--- src/rtl/regfile_mp_dump_if.sv ---
// Dump stream between the register file and the debug/UART unit.
// The debug unit is the master (requests and accepts beats); the register file is the slave.
interface regfile_mp_dump_if #(
  parameter int WIDTH = 32,
  parameter int NB    = 5
);
  logic             dump_start;
  logic             dump_ready;
  logic             dump_valid;
  logic [WIDTH-1:0] dump_data;
  logic [NB-1:0]    dump_idx;
  logic             dump_busy;
  logic             dump_done;

  modport master (
    output dump_start, dump_ready,
    input  dump_valid, dump_data, dump_idx, dump_busy, dump_done
  );

  modport slave (
    input  dump_start, dump_ready,
    output dump_valid, dump_data, dump_idx, dump_busy, dump_done
  );
endinterface

--- src/rtl/regfile_mp_dump.sv ---
// MIPS register file: NUM_RD registered read ports with write bypass, one write port, and a register dump engine.
// Define REGFILE_ZERO_REG_EN to hardwire register 0 to zero.
module regfile_mp_dump #(
  parameter int WIDTH  = 32,
  parameter int DEPTH  = 32,
  parameter int NB     = $clog2(DEPTH),
  parameter int NUM_RD = 2
) (
  input  logic                    clk,
  input  logic                    reset,
  input  logic                    enable,
  input  logic                    wr_en,
  input  logic [NB-1:0]           wr_addr,
  input  logic [WIDTH-1:0]        wr_data,
  input  logic [NUM_RD*NB-1:0]    rd_addr,
  output logic [NUM_RD*WIDTH-1:0] rd_data,
  output logic [WIDTH-1:0]        rd_data0_comb,
  regfile_mp_dump_if.slave        dump
);

  localparam int            SLOTS    = 1 << NB;
  localparam logic [NB-1:0] LAST_IDX = NB'(DEPTH - 1);

  typedef enum logic [1:0] {IDLE, SEND, DONE} dump_state_t;

  // Storage covers the full address space; slots at or above DEPTH are never written and read as zero.
  logic [WIDTH-1:0] mem [SLOTS];
  logic             addr_in_range;
  logic             write_ok;

  dump_state_t      state, state_next;
  logic             load_first, advance;
  logic [NB-1:0]    idx_q;
  logic [WIDTH-1:0] data_q;

  if (DEPTH == SLOTS) begin : g_full
    assign addr_in_range = 1'b1;
  end else begin : g_partial
    assign addr_in_range = ({1'b0, wr_addr} < (NB+1)'(DEPTH));
  end

`ifdef REGFILE_ZERO_REG_EN
  assign write_ok = enable && wr_en && addr_in_range && (wr_addr != '0);
`else
  assign write_ok = enable && wr_en && addr_in_range;
`endif

  function automatic logic [WIDTH-1:0] read_mem(input logic [NB-1:0] a);
`ifdef REGFILE_ZERO_REG_EN
    if (a == '0) return '0;
`endif
    return mem[a];
  endfunction

  // Read with same-edge forwarding of the write being committed.
  function automatic logic [WIDTH-1:0] fwd(input logic [NB-1:0] a);
    if (write_ok && (wr_addr == a)) return wr_data;
    return read_mem(a);
  endfunction

  always_ff @(posedge clk) begin
    if (reset) begin
      for (int i = 0; i < SLOTS; i++) mem[i] <= '0;
    end else if (write_ok) begin
      mem[wr_addr] <= wr_data;
    end
  end

  always_ff @(posedge clk) begin
    if (reset) begin
      rd_data <= '0;
    end else if (enable) begin
      for (int i = 0; i < NUM_RD; i++)
        rd_data[i*WIDTH +: WIDTH] <= fwd(rd_addr[i*NB +: NB]);
    end
  end

  // Branch-compare path: sees only committed state, never the in-flight write.
`ifdef REGFILE_ZERO_REG_EN
  assign rd_data0_comb = (rd_addr[NB-1:0] == '0) ? '0 : mem[rd_addr[NB-1:0]];
`else
  assign rd_data0_comb = mem[rd_addr[NB-1:0]];
`endif

  always_ff @(posedge clk) begin
    if (reset) state <= IDLE;
    else       state <= state_next;
  end

  always_comb begin
    state_next = state;
    load_first = 1'b0;
    advance    = 1'b0;
    unique case (state)
      IDLE: begin
        if (dump.dump_start) begin
          state_next = SEND;
          load_first = 1'b1;
        end
      end
      SEND: begin
        if (dump.dump_ready) begin
          if (idx_q == LAST_IDX) state_next = DONE;
          else                   advance    = 1'b1;
        end
      end
      DONE:    state_next = IDLE;
      default: state_next = IDLE;
    endcase
  end

  // A beat is captured once and held while stalled, so later writes do not disturb it.
  always_ff @(posedge clk) begin
    if (reset) begin
      idx_q  <= '0;
      data_q <= '0;
    end else if (load_first) begin
      idx_q  <= '0;
      data_q <= fwd('0);
    end else if (advance) begin
      idx_q  <= idx_q + NB'(1);
      data_q <= fwd(idx_q + NB'(1));
    end
  end

  assign dump.dump_valid = (state == SEND);
  assign dump.dump_busy  = (state == SEND) || (state == DONE);
  assign dump.dump_done  = (state == DONE);
  assign dump.dump_idx   = idx_q;
  assign dump.dump_data  = data_q;

endmodule

--- src/flat_wrapper.sv ---
// flat-port wrapper written by rule: the top's interface ports become plain ports
module regfile_mp_dump_flat 
#(
  parameter int WIDTH  = 32,
  parameter int DEPTH  = 32,
  parameter int NB     = $clog2(DEPTH),
  parameter int NUM_RD = 2
)
  (clk, reset, enable, wr_en, wr_addr, wr_data, rd_addr, rd_data, rd_data0_comb, dump_dump_start, dump_dump_ready, dump_dump_valid, dump_dump_data, dump_dump_idx, dump_dump_busy, dump_dump_done);
  regfile_mp_dump_if #(.WIDTH(WIDTH), .NB(NB)) dump_i ();
  input  logic clk;
  input  logic reset;
  input  logic enable;
  input  logic wr_en;
  input  logic [NB-1:0] wr_addr;
  input  logic [WIDTH-1:0] wr_data;
  input  logic [NUM_RD*NB-1:0] rd_addr;
  output logic [NUM_RD*WIDTH-1:0] rd_data;
  output logic [WIDTH-1:0] rd_data0_comb;
  input wire logic [$bits(dump_i.dump_start)-1:0] dump_dump_start;
  input wire logic [$bits(dump_i.dump_ready)-1:0] dump_dump_ready;
  output wire logic [$bits(dump_i.dump_valid)-1:0] dump_dump_valid;
  output wire logic [$bits(dump_i.dump_data)-1:0] dump_dump_data;
  output wire logic [$bits(dump_i.dump_idx)-1:0] dump_dump_idx;
  output wire logic [$bits(dump_i.dump_busy)-1:0] dump_dump_busy;
  output wire logic [$bits(dump_i.dump_done)-1:0] dump_dump_done;
  assign dump_i.dump_start = dump_dump_start;
  assign dump_i.dump_ready = dump_dump_ready;
  assign dump_dump_valid = dump_i.dump_valid;
  assign dump_dump_data = dump_i.dump_data;
  assign dump_dump_idx = dump_i.dump_idx;
  assign dump_dump_busy = dump_i.dump_busy;
  assign dump_dump_done = dump_i.dump_done;
  regfile_mp_dump #(.WIDTH(WIDTH), .DEPTH(DEPTH), .NB(NB), .NUM_RD(NUM_RD)) u_core (.clk(clk), .reset(reset), .enable(enable), .wr_en(wr_en), .wr_addr(wr_addr), .wr_data(wr_data), .rd_addr(rd_addr), .rd_data(rd_data), .rd_data0_comb(rd_data0_comb), .dump(dump_i));
endmodule
--- config.mk ---
export PLATFORM = sky130hd
export DESIGN_NAME = regfile_mp_dump_flat
export DESIGN_NICKNAME = d
export VERILOG_FILES = /design/src/rtl/regfile_mp_dump_if.sv /design/src/rtl/regfile_mp_dump.sv /design/src/flat_wrapper.sv
export SDC_FILE = /design/constraint.sdc
export NUM_CORES = 2
export LEC_CHECK = 0
export CELL_PAD_IN_SITES_DETAIL_PLACEMENT = 0
export CELL_PAD_IN_SITES_GLOBAL_PLACEMENT = 1
export CORE_ASPECT_RATIO = 0.8
export CORE_UTILIZATION = 56
export CTS_BUF_LIST = sky130_fd_sc_hd__clkbuf_8
export CTS_CLUSTER_DIAMETER = 80
export DETAILED_ROUTE_END_ITERATION = 10
export DONT_BUFFER_PORTS = 1
export PLACE_DENSITY = 0.82
export SETUP_SLACK_MARGIN = 0.4
export SLEW_MARGIN = 20
export SYNTH_ARGS = -nofsm -noshare
export SYNTH_HDL_FRONTEND = slang
export SYNTH_SLANG_ARGS = --single-unit
--- constraint.sdc ---
create_clock -name clk -period 4.9 [get_ports clk]
set_input_delay 1.225 -clock clk [delete_from_list [all_inputs] [get_ports clk]]
set_output_delay 1.225 -clock clk [all_outputs]
set_load 0.005 [all_outputs]
==> results.sh <==
export IMPL_max_slew_margin=0.226
export IMPL_io_pins=189
export IMPL_synth_edff_count=1024
export IMPL_core_region_area_um2=121000
export IMPL_period_share=0.923
export IMPL_startpoint_type="primary input"
export IMPL_slew_violations=0
export IMPL_grt_antenna_before_repair=25
export IMPL_cts_resized=0
export IMPL_tritoncts="done"
export IMPL_synthArstFlopShare=0
export IMPL_areaGrowthSynthToFinish_pct=7.25
export IMPL_status="complete, no violations"
export IMPL_ant_nets=0
export IMPL_max_freq_mhz=221
export IMPL_regArea_um2=32800
export IMPL_synth_cell_type_count=58
export IMPL_hold_buffers=0
export IMPL_period_needed_ps=4520
export IMPL_cp_required_ps=3670
export IMPL_cts_root_buf="clkbuf_8"
export IMPL_post_cts_buffers=0
export IMPL_hold_class="in2reg"
export IMPL_p_leak_nw=25.4
export IMPL_ys_seq_area_frac=0.477
export IMPL_crit_type="in2out"
export IMPL_ys_ff_latch=1127
export IMPL_drt_first_pass_iters=6
export IMPL_hold_viol=0
export IMPL_wl_per_cell_um=40.4
export IMPL_path_clk_slew_ps=60
export IMPL_hold_ws_ps=423
export IMPL_numCtsBuffers=181
export IMPL_cts_htree_levels=4
export IMPL_syn_num_nets=5022
export IMPL_fin_tns_setup_ps=0
export IMPL_wl_um=263000
export IMPL_die_h_um=316
export IMPL_vdd_ir_drop_max_v=0.000295
export IMPL_grt_pass1_vias=46800
export IMPL_maxCapViolCount=0
export IMPL_port_buffers=0
export IMPL_n_fill_cell=9163
export IMPL_report_final_setup_viol=0
export IMPL_crit_fanout=257
export IMPL_tightest_slew_ps=1160
export IMPL_dp_hpwl_um=139000
export IMPL_pwr_density_cell_nw_per_um2=310
export IMPL_rsz0062_at_grt="no"
export IMPL_endpoint_kind="primary output"
export IMPL_grt_usage=0.422
export IMPL_cts_sinks=1127
export IMPL_critical_path_arrival_ps=3300
export IMPL_vias=49300
export IMPL_drc=0
export IMPL_die_area_um2=124000
export IMPL_dp_cells=6147
export IMPL_rr_worst_depth=9
export IMPL_nets=4765
export IMPL_fin_skew_ps=33.9
export IMPL_clockBufferDepth=3
export IMPL_yosysWarnings=0
export IMPL_overflow=0
export IMPL_syn_inst=4963
export IMPL_gp_congestion=0.899
export IMPL_rows=114
export IMPL_design_area_um2=73800
export IMPL_drt_iter0_markers=8647
export IMPL_final_cells=6506
export IMPL_post_drt_via_cell_ratio=7.57
export IMPL_fp_dieW_um=394
export IMPL_multi_input_area_um2=34100
export IMPL_grt_pass1_wl_um=363000
export IMPL_initial_core_util=0.567
export IMPL_ys_flop_type="edfxtp_1"
export IMPL_drive_gt1_frac=0.270
export IMPL_dpl_instance_area_um2=70300
export IMPL_whs_path_depth=2
export IMPL_grt_max_degree=258
export IMPL_synth_area_um2=68800
export IMPL_worstSkewPairLatency_ps=980
export IMPL_avgSynthCellArea_um2=13.9
## kinds of logic (layout without fill, tap and decap cells)
kind of cell             Yosys count  after routing  synth area share
AO/OA/AOI/OAI                    327            327            0.0396
XOR/XNOR                          23             23           0.00293
adder cells (fa/ha/maj)            6              6           0.00109
buffers and inverters            569            465            0.0337
flip-flops                      1127           1127             0.477
multiplexers                    1075           1075             0.297
other                              0             23                 0
AND/OR/NAND/NOR                 1836           1836             0.149
## worst max-delay path, cell delays in order
cell and delay (ps):
mux4_2 740, mux2i_1 250, mux2i_1 260, mux2_2 430
## final timing paths
check,startpoint,end,slack [ps]
setup / recovery,rd_addr[1],rd_data0_comb[23],380
hold / removal,wr_data[1],u_core.rd_data[33],420
setup reg to reg,u_core.dump.dump_idx[1],u_core.dump.dump_data[5],1150
hold reg to reg,u_core.rd_data[33],u_core.rd_data[33],490
## sequential cells by signal (all words and copies together) (netlist names)
| signal | cells |
|---|---|
| u_core.rd_data | 64 |
| u_core.state | 2 |
| u_core.dump.dump_data | 32 |
| u_core.dump.dump_idx | 5 |
| u_core.mem | 1024 |
## cell type report
class,count,share of cell area
Clock inverter,132,0.00876
Timing Repair Buffer,121,0.0179
Multi-Input combinational cell,3267,0.462
Inverter,8,0.000407
Antenna cell,23,0.000780
Tap cell,1624,0.0275
Clock buffer,204,0.0380
Sequential cell,1127,0.445
## stage by stage
stage	total power [W]	worst slack (ps)	util
after floorplan	0.0141	688	-
after global placement	0.0148	973	0.579
after detailed placement	0.0148	925	0.579
after CTS	0.0227	868	0.608
after global routing	0.0234	679	0.608
final	0.0229	377	0.608
## where the power goes
part           switching (W)  internal (W)  total, W
Sequential          0.000514        0.0110    0.0116
Clock                0.00417       0.00393   0.00810
Combinational        0.00160       0.00162   0.00322
Total                0.00628        0.0166    0.0229
## Yosys cell counts, types with 15 or more instances
master	n	area (um^2)
dfxtp_1	103	2060
nor3_1	26	130
edfxtp_1	1024	30700
nor2_1	194	728
a21o_1	33	248
o21bai_1	32	240
a211oi_2	28	350
clkbuf_1	397	1490
xnor2_1	15	131
or2_2	31	194
nand3_1	32	160
nor3b_1	33	248
mux2i_1	275	2750
a211o_1	31	272
mux2_2	32	360
mux4_2	768	17300
o221ai_1	20	175
a221oi_1	17	149
a21oi_1	40	200
nand3b_1	19	143
and2_1	1026	6420
buf_2	92	460
a221oi_2	20	300
o211ai_1	37	278
o21ai_0	16	80.1
nand2b_1	28	175
buf_1	58	218
nand4_1	108	676
nand2_1	305	1140
## layer usage
layer | global-route usage | wire, um
met1 | 0.538 | 87700
met2 | 0.586 | 109000
met3 | 0.209 | 49000
met4 | 0.240 | 17100
met5 | 0.00521 | 131
## placed cells by master (no fill, tap or decap), drive strengths merged, types with 103 or more instances in the layout
cell and n:
nand4 108, mux2i 275, and2 1027, clkbuf 204, nor2 194, mux4 768
buf 121, dfxtp 103, edfxtp 1024, nand2 305
(Power assumes the default switching activity.)
